--- src/rtl/bnn_pkg.sv ---
// Shared types and constants for the MNIST BNN layer sequencer.
// The state codes double as the debug pin encoding, so their values are fixed.
package bnn_pkg;

    localparam int unsigned N_PIXELS_DEFAULT = 784;
    localparam int unsigned PIX_ADDR_W       = 10;
    localparam int unsigned CLASS_W          = 4;
    localparam int unsigned N_LAYERS         = 3;

    typedef enum logic [2:0] {
        ST_IDLE   = 3'd0,
        ST_LOAD   = 3'd1,
        ST_L1     = 3'd2,
        ST_L2     = 3'd3,
        ST_L3     = 3'd4,
        ST_RESULT = 3'd5,
        ST_ERROR  = 3'd6
    } state_t;

    // Maps a zero-based layer index to the state that runs that layer.
    function automatic state_t layer_state(input int unsigned k);
        case (k)
            0:       return ST_L1;
            1:       return ST_L2;
            default: return ST_L3;
        endcase
    endfunction

endpackage

--- src/rtl/bnn_layer_sequencer_if.sv ---
// Pixel stream, image-buffer write port, layer control and host result/debug signals.
// master = host / wrapper side, slave = the sequencer.
interface bnn_layer_sequencer_if;
    import bnn_pkg::*;

    logic                  start;
    logic                  pixel_valid;
    logic                  pixel_data;
    logic                  pixel_ready;
    logic                  pixel_wr_en;
    logic [PIX_ADDR_W-1:0] pixel_addr;
    logic                  pixel_wr_data;
    logic [N_LAYERS-1:0]   layer_start;
    logic [N_LAYERS-1:0]   layer_done;
    logic [CLASS_W-1:0]    class_in;
    logic                  result_valid;
    logic [CLASS_W-1:0]    result_class;
    logic                  result_ack;
    logic                  busy;
    logic [2:0]            state;
    logic                  error;

    modport master (
        output start, pixel_valid, pixel_data, layer_done, class_in, result_ack,
        input  pixel_ready, pixel_wr_en, pixel_addr, pixel_wr_data, layer_start,
               result_valid, result_class, busy, state, error
    );

    modport slave (
        input  start, pixel_valid, pixel_data, layer_done, class_in, result_ack,
        output pixel_ready, pixel_wr_en, pixel_addr, pixel_wr_data, layer_start,
               result_valid, result_class, busy, state, error
    );

endinterface

--- src/rtl/bnn_watchdog.sv ---
// Per-layer cycle watchdog: counts cycles while enabled, flags expiry on the last allowed cycle.
module bnn_watchdog #(
    parameter int unsigned TIMEOUT_CYCLES = 4096
) (
    input  logic clk,
    input  logic rst_n,
    input  logic clear_i,
    input  logic enable_i,
    output logic expired_o
);

    localparam int unsigned CNT_W = (TIMEOUT_CYCLES > 1) ? $clog2(TIMEOUT_CYCLES) : 1;

    logic [CNT_W-1:0] count_q;
    logic [CNT_W-1:0] count_d;

    assign expired_o = enable_i && (count_q == CNT_W'(TIMEOUT_CYCLES - 1));

    always_comb begin
        count_d = count_q;
        if (clear_i) begin
            count_d = '0;
        end else if (enable_i) begin
            count_d = count_q + 1'b1;
        end
    end

    always_ff @(posedge clk or negedge rst_n) begin
        if (!rst_n) begin
            count_q <= '0;
        end else begin
            count_q <= count_d;
        end
    end

endmodule

--- src/rtl/bnn_layer_sequencer.sv ---
// Image load / three-layer / result sequencer for the MNIST BNN datapath.
// Define BNN_SEQ_WATCHDOG_EN to add the per-layer timeout and the ERROR state.
module bnn_layer_sequencer
    import bnn_pkg::*;
#(
    parameter int unsigned N_PIXELS       = N_PIXELS_DEFAULT,
    parameter int unsigned TIMEOUT_CYCLES = 4096
) (
    input  logic                   clk,
    input  logic                   rst_n,
    bnn_layer_sequencer_if.slave   bus
);

    state_t                state_q, state_d;
    logic                  first_q;
    logic [PIX_ADDR_W-1:0] pixel_addr_q, pixel_addr_d;
    logic [CLASS_W-1:0]    result_class_q, result_class_d;
    logic                  accept;
    logic                  last_pixel;
    logic                  in_layer;
    logic                  layer_done_s;
    logic                  timeout;
    logic [N_LAYERS-1:0]   done_hit;

    assign accept     = (state_q == ST_LOAD) && bus.pixel_valid;
    assign last_pixel = (pixel_addr_q == PIX_ADDR_W'(N_PIXELS - 1));
    assign in_layer   = (state_q == ST_L1) || (state_q == ST_L2) || (state_q == ST_L3);

    // Only the done bit of the running layer counts, and never in its start cycle.
    for (genvar gi = 0; gi < N_LAYERS; gi++) begin : g_layer
        assign done_hit[gi]        = bus.layer_done[gi] && (state_q == layer_state(gi));
        assign bus.layer_start[gi] = first_q && (state_q == layer_state(gi));
    end
    assign layer_done_s = (|done_hit) && !first_q;

`ifdef BNN_SEQ_WATCHDOG_EN
    bnn_watchdog #(
        .TIMEOUT_CYCLES (TIMEOUT_CYCLES)
    ) u_watchdog (
        .clk       (clk),
        .rst_n     (rst_n),
        .clear_i   (state_d != state_q),
        .enable_i  (in_layer),
        .expired_o (timeout)
    );
    assign bus.error = (state_q == ST_ERROR);
`else
    logic unused_timeout_cfg;
    assign unused_timeout_cfg = ^TIMEOUT_CYCLES;
    assign timeout   = 1'b0;
    assign bus.error = 1'b0;
`endif

    always_comb begin
        state_d        = state_q;
        pixel_addr_d   = pixel_addr_q;
        result_class_d = result_class_q;
        case (state_q)
            ST_IDLE: begin
                if (bus.start) begin
                    state_d      = ST_LOAD;
                    pixel_addr_d = '0;
                end
            end
            ST_LOAD: begin
                if (accept) begin
                    if (last_pixel) begin
                        pixel_addr_d = '0;
                        state_d      = ST_L1;
                    end else begin
                        pixel_addr_d = pixel_addr_q + 1'b1;
                    end
                end
            end
            ST_L1: begin
                if (layer_done_s)  state_d = ST_L2;
                else if (timeout)  state_d = ST_ERROR;
            end
            ST_L2: begin
                if (layer_done_s)  state_d = ST_L3;
                else if (timeout)  state_d = ST_ERROR;
            end
            ST_L3: begin
                if (layer_done_s) begin
                    state_d        = ST_RESULT;
                    result_class_d = bus.class_in;
                end else if (timeout) begin
                    state_d = ST_ERROR;
                end
            end
            ST_RESULT, ST_ERROR: begin
                if (bus.result_ack) state_d = ST_IDLE;
            end
            default: state_d = ST_IDLE;
        endcase
    end

    always_ff @(posedge clk or negedge rst_n) begin
        if (!rst_n) begin
            state_q        <= ST_IDLE;
            first_q        <= 1'b0;
            pixel_addr_q   <= '0;
            result_class_q <= '0;
        end else begin
            state_q        <= state_d;
            first_q        <= (state_d != state_q);
            pixel_addr_q   <= pixel_addr_d;
            result_class_q <= result_class_d;
        end
    end

    assign bus.pixel_ready   = (state_q == ST_LOAD);
    assign bus.pixel_wr_en   = accept;
    assign bus.pixel_wr_data = bus.pixel_data;
    assign bus.pixel_addr    = pixel_addr_q;
    assign bus.result_valid  = (state_q == ST_RESULT);
    assign bus.result_class  = result_class_q;
    assign bus.busy          = (state_q != ST_IDLE);
    assign bus.state         = state_q;

endmodule
--- src/flat_wrapper.sv ---
// flat-port wrapper written by rule: the top's interface ports become plain ports
module bnn_layer_sequencer_flat import bnn_pkg::*;
#(
    parameter int unsigned N_PIXELS       = N_PIXELS_DEFAULT,
    parameter int unsigned TIMEOUT_CYCLES = 4096
)
  (clk, rst_n, bus_start, bus_pixel_valid, bus_pixel_data, bus_layer_done, bus_class_in, bus_result_ack, bus_pixel_ready, bus_pixel_wr_en, bus_pixel_addr, bus_pixel_wr_data, bus_layer_start, bus_result_valid, bus_result_class, bus_busy, bus_state, bus_error);
  bnn_layer_sequencer_if bus_i ();
  input  logic clk;
  input  logic rst_n;
  input wire logic [$bits(bus_i.start)-1:0] bus_start;
  input wire logic [$bits(bus_i.pixel_valid)-1:0] bus_pixel_valid;
  input wire logic [$bits(bus_i.pixel_data)-1:0] bus_pixel_data;
  input wire logic [$bits(bus_i.layer_done)-1:0] bus_layer_done;
  input wire logic [$bits(bus_i.class_in)-1:0] bus_class_in;
  input wire logic [$bits(bus_i.result_ack)-1:0] bus_result_ack;
  output wire logic [$bits(bus_i.pixel_ready)-1:0] bus_pixel_ready;
  output wire logic [$bits(bus_i.pixel_wr_en)-1:0] bus_pixel_wr_en;
  output wire logic [$bits(bus_i.pixel_addr)-1:0] bus_pixel_addr;
  output wire logic [$bits(bus_i.pixel_wr_data)-1:0] bus_pixel_wr_data;
  output wire logic [$bits(bus_i.layer_start)-1:0] bus_layer_start;
  output wire logic [$bits(bus_i.result_valid)-1:0] bus_result_valid;
  output wire logic [$bits(bus_i.result_class)-1:0] bus_result_class;
  output wire logic [$bits(bus_i.busy)-1:0] bus_busy;
  output wire logic [$bits(bus_i.state)-1:0] bus_state;
  output wire logic [$bits(bus_i.error)-1:0] bus_error;
  assign bus_i.start = bus_start;
  assign bus_i.pixel_valid = bus_pixel_valid;
  assign bus_i.pixel_data = bus_pixel_data;
  assign bus_i.layer_done = bus_layer_done;
  assign bus_i.class_in = bus_class_in;
  assign bus_i.result_ack = bus_result_ack;
  assign bus_pixel_ready = bus_i.pixel_ready;
  assign bus_pixel_wr_en = bus_i.pixel_wr_en;
  assign bus_pixel_addr = bus_i.pixel_addr;
  assign bus_pixel_wr_data = bus_i.pixel_wr_data;
  assign bus_layer_start = bus_i.layer_start;
  assign bus_result_valid = bus_i.result_valid;
  assign bus_result_class = bus_i.result_class;
  assign bus_busy = bus_i.busy;
  assign bus_state = bus_i.state;
  assign bus_error = bus_i.error;
  bnn_layer_sequencer #(.N_PIXELS(N_PIXELS), .TIMEOUT_CYCLES(TIMEOUT_CYCLES)) u_core (.clk(clk), .rst_n(rst_n), .bus(bus_i));
endmodule
--- config.mk ---
export PLATFORM = sky130hd
export DESIGN_NAME = bnn_layer_sequencer_flat
export DESIGN_NICKNAME = d
export VERILOG_FILES = /design/src/rtl/bnn_pkg.sv /design/src/rtl/bnn_layer_sequencer_if.sv /design/src/rtl/bnn_watchdog.sv /design/src/rtl/bnn_layer_sequencer.sv /design/src/flat_wrapper.sv
export SDC_FILE = /design/constraint.sdc
export NUM_CORES = 1
export LEC_CHECK = 0
export CORE_UTILIZATION = 40
export DETAILED_ROUTE_END_ITERATION = 12
export PLACE_DENSITY = 0.83
export SYNTH_ARGS = -nofsm -noshare
export SYNTH_HDL_FRONTEND = slang
export SYNTH_SLANG_ARGS = --single-unit
--- constraint.sdc ---
create_clock -name clk -period 2.35 [get_ports clk]
set_clock_uncertainty 0.15 [all_clocks]
set_input_delay 0.235 -clock clk [delete_from_list [all_inputs] [get_ports clk]]
set_output_delay 0.235 -clock clk [all_outputs]
set_load 0.02 [all_outputs]
==> metrics <==
Inserted Clock Buffers=3; Synth async-reset ratio=1.00; most common cell after layout, fill and taps aside=clkdlybuf4s50_1; Clock Power Share=0.231; drt drc=0; Tot GR Track Use=0.197; Switch Pwr=280 uW; RSZ-0062 raised after global routing=false; GPL Wtd Cong=0.739; Pleak=0.635 nW; Primary FF master, synth=dfrtp_1; multi-input logic area=544 um2; Die Wd=53.4 um; Tot Pwr=843 uW; crit end category=output port; worst-skew pair later-pin latency=0.30 ns; nets=157; f_max=0.444 GHz; port buffer count=35; Syn Std Cell Area=1050 um2; measured slew at the worst slew-check pin=0.552 ns; Worst EP required=1.97 ns; Critical path origin=u_core.bus.state[2]$_DFF_PN0_; Post-Place Cells=168; setup_tns=0 ns; Core Area=2480 um2; initial antenna violation count=0; reg2reg path depth=5; Net Sw Frac=0.332; Post-Syn Instances=107; crit-path max FO=16; FF-to-FF End=u_core.bus.state[0]$_DFF_PN0_; # Post-CTS Setup Buffers=0; Final Instance Area=1440 um2; #FFs+latches synth=18; Final min period=2.25 ns; cell row count=18; final-report hold violation count=0; Avg WL per Cell=14.6 um; CTS resizes=0; critical path endpoint=bus_pixel_ready; critical path type=reg2out; Worst path slowest cell=clkdlybuf4s50_1; Max Cap Viol=0; CTS HTree Levels=1; antenna diode count=0; final wirelength=2500 um; Area growth syn-to-layout=36.5%; Crit path arrival time=1.87 ns; worst r2r src=u_core.bus.pixel_addr[0]$_DFFE_PN0P_; Post-synth EDFFs=0; hold_buf cts=0; P per Cell Area=585 nW/um2; sequential share of power=0.464; remaining antenna violation count=0; initial core utilization=0.426; Yosys cell types=35; worst min path class=in2async; hpwl dp=1850 um; FF/Latch Area=453 um2; WHS=0.101 ns; Vias=933; first-pass GRT wire length=3960 um; combinational share of power=0.305; TritonCTS Sinks=18; die height=53.4 um; Non-Filler Instances=172; largest net degree at the start of global routing=19; crit-path cells=nor2_1 > and2_1 > clkdlybuf4s50_1; placed inst area=1400 um2; R2R setup slack=0.36 ns; Max clock buf depth=2; CTS tree=built; most frequent cells in the layout=35 x clkdlybuf4s50_1, 16 x dfrtp_1, 12 x nor2_1, 12 x nand2_1, 7 x xor2_1; mean area per synthesized cell=9.86 um2; final period utilization=0.959; I/O pins=39; initial DRC count=10; fill count=225; Reg clk slew, reported paths=0.11 ns; Ys Warns=0; net count after synthesis=121; CP peak stage delay=0.62 ns; status=completed; share of post-route cells with drive strength above 1=0.141; final setup violation count=0; Clock Tree Root=clkbuf_4; DR pass1 iterations=4; CP Launch Type=flop; Int Power=563 uW; vias in the first global route=918; Worst slew margin=0.632; routed vias/inst=5.42; GR Overflow Total=0; Seq/Total Area, Yosys=0.427; DIE AREA=2850 um2; fin. max-slew vios=0; peak supply drop=0.484 mV
==> per-layer routing <==
metal  routed length, um  global-route usage  up-vias
met5                   0                   0        -
met4                  55               0.101        0
met3                 119              0.0316        7
met2                1290               0.346       28
met1                1040               0.225      445
li1                    -                   -      453
==> Yosys cell counts (2+ instances only) <==
cell type | instances | area, um2
a21o_1 | 2 | 15.0
a21oi_1 | 2 | 10.0
and3_1 | 3 | 18.8
buf_4 | 3 | 22.5
clkbuf_8 | 2 | 27.5
dfrtp_1 | 18 | 450
mux2_2 | 6 | 67.6
nand2_1 | 12 | 45.0
nand3_1 | 6 | 30.0
nand4_1 | 4 | 25.0
nand4b_1 | 2 | 17.5
nor2_1 | 12 | 45.0
nor3_1 | 2 | 10.0
nor3b_1 | 2 | 15.0
o21ai_0 | 5 | 25.0
xor2_1 | 7 | 61.3
==> per-stage QoR <==
stage	worst slack, ns	util
CTS	0.0217	0.578
finish	0.0966	0.581
floorplan	0.388	-
detailed placement	0.219	0.564
global route	0.00840	0.581
global placement	0.230	0.564
==> how the worst min path moves through the flow <==
stage | from | to | depth (start not counted)
detailed placement | bus_pixel_data | bus_pixel_wr_data | 0
global placement | bus_pixel_data | bus_pixel_wr_data | 0
finish | rst_n | u_core.bus.result_class[2]$_DFFE_PN0P_ | 2
global route | rst_n | u_core.bus.pixel_addr[7]$_DFFE_PN0P_ | 2
CTS | rst_n | u_core.bus.pixel_addr[7]$_DFFE_PN0P_ | 2
floorplan | rst_n | u_core.bus.pixel_addr[0]$_DFFE_PN0P_ | 0
==> worst max-delay path: cells and delay by family, from the launching register on <==
kind,cells,cell delay [ns]
buffers and inverters,1,0.62
DFF,1,0.52
and+or+nand+nor,2,0.42
==> power groups by stage <==
stage | Sequential [mW] | Clock (mW) | Combinational (mW)
2_1_floorplan | 0.423 | 0 | 0.105
3_3_place_gp | 0.393 | 0 | 0.247
3_5_place_dp | 0.396 | 0 | 0.256
4_1_cts | 0.391 | 0.196 | 0.258
5_1_grt | 0.398 | 0.211 | 0.276
6_report | 0.391 | 0.195 | 0.257
==> sequential cells by signal (all words and copies together) (netlist names) <==
register / flops
u_core.first_q: 1
u_core.bus.pixel_addr: 10
u_core.bus.result_class: 4
u_core.bus.state: 3
==> cell families (layout without fill, tap and decap cells) <==
kind of cell	after synthesis	in the layout	synth area share
flops	18	18	0.427
fa+ha+maj	1	1	0.0119
compound gates	13	13	0.0830
mux	6	6	0.0641
simple gates	54	54	0.291
xor+xnor	7	7	0.0581
other cells	1	1	0.00356
buf+inv	7	42	0.0617
==> area by class of cell <==
class	count	share of cell area
Multi-Input combinational cell	82	0.378
Sequential cell	18	0.315
Timing Repair Buffer	37	0.254
Tap cell	30	0.0261
Clock buffer	4	0.0252
Inverter	1	0.00261
Note: power is estimated with default switching activity, not from simulation.
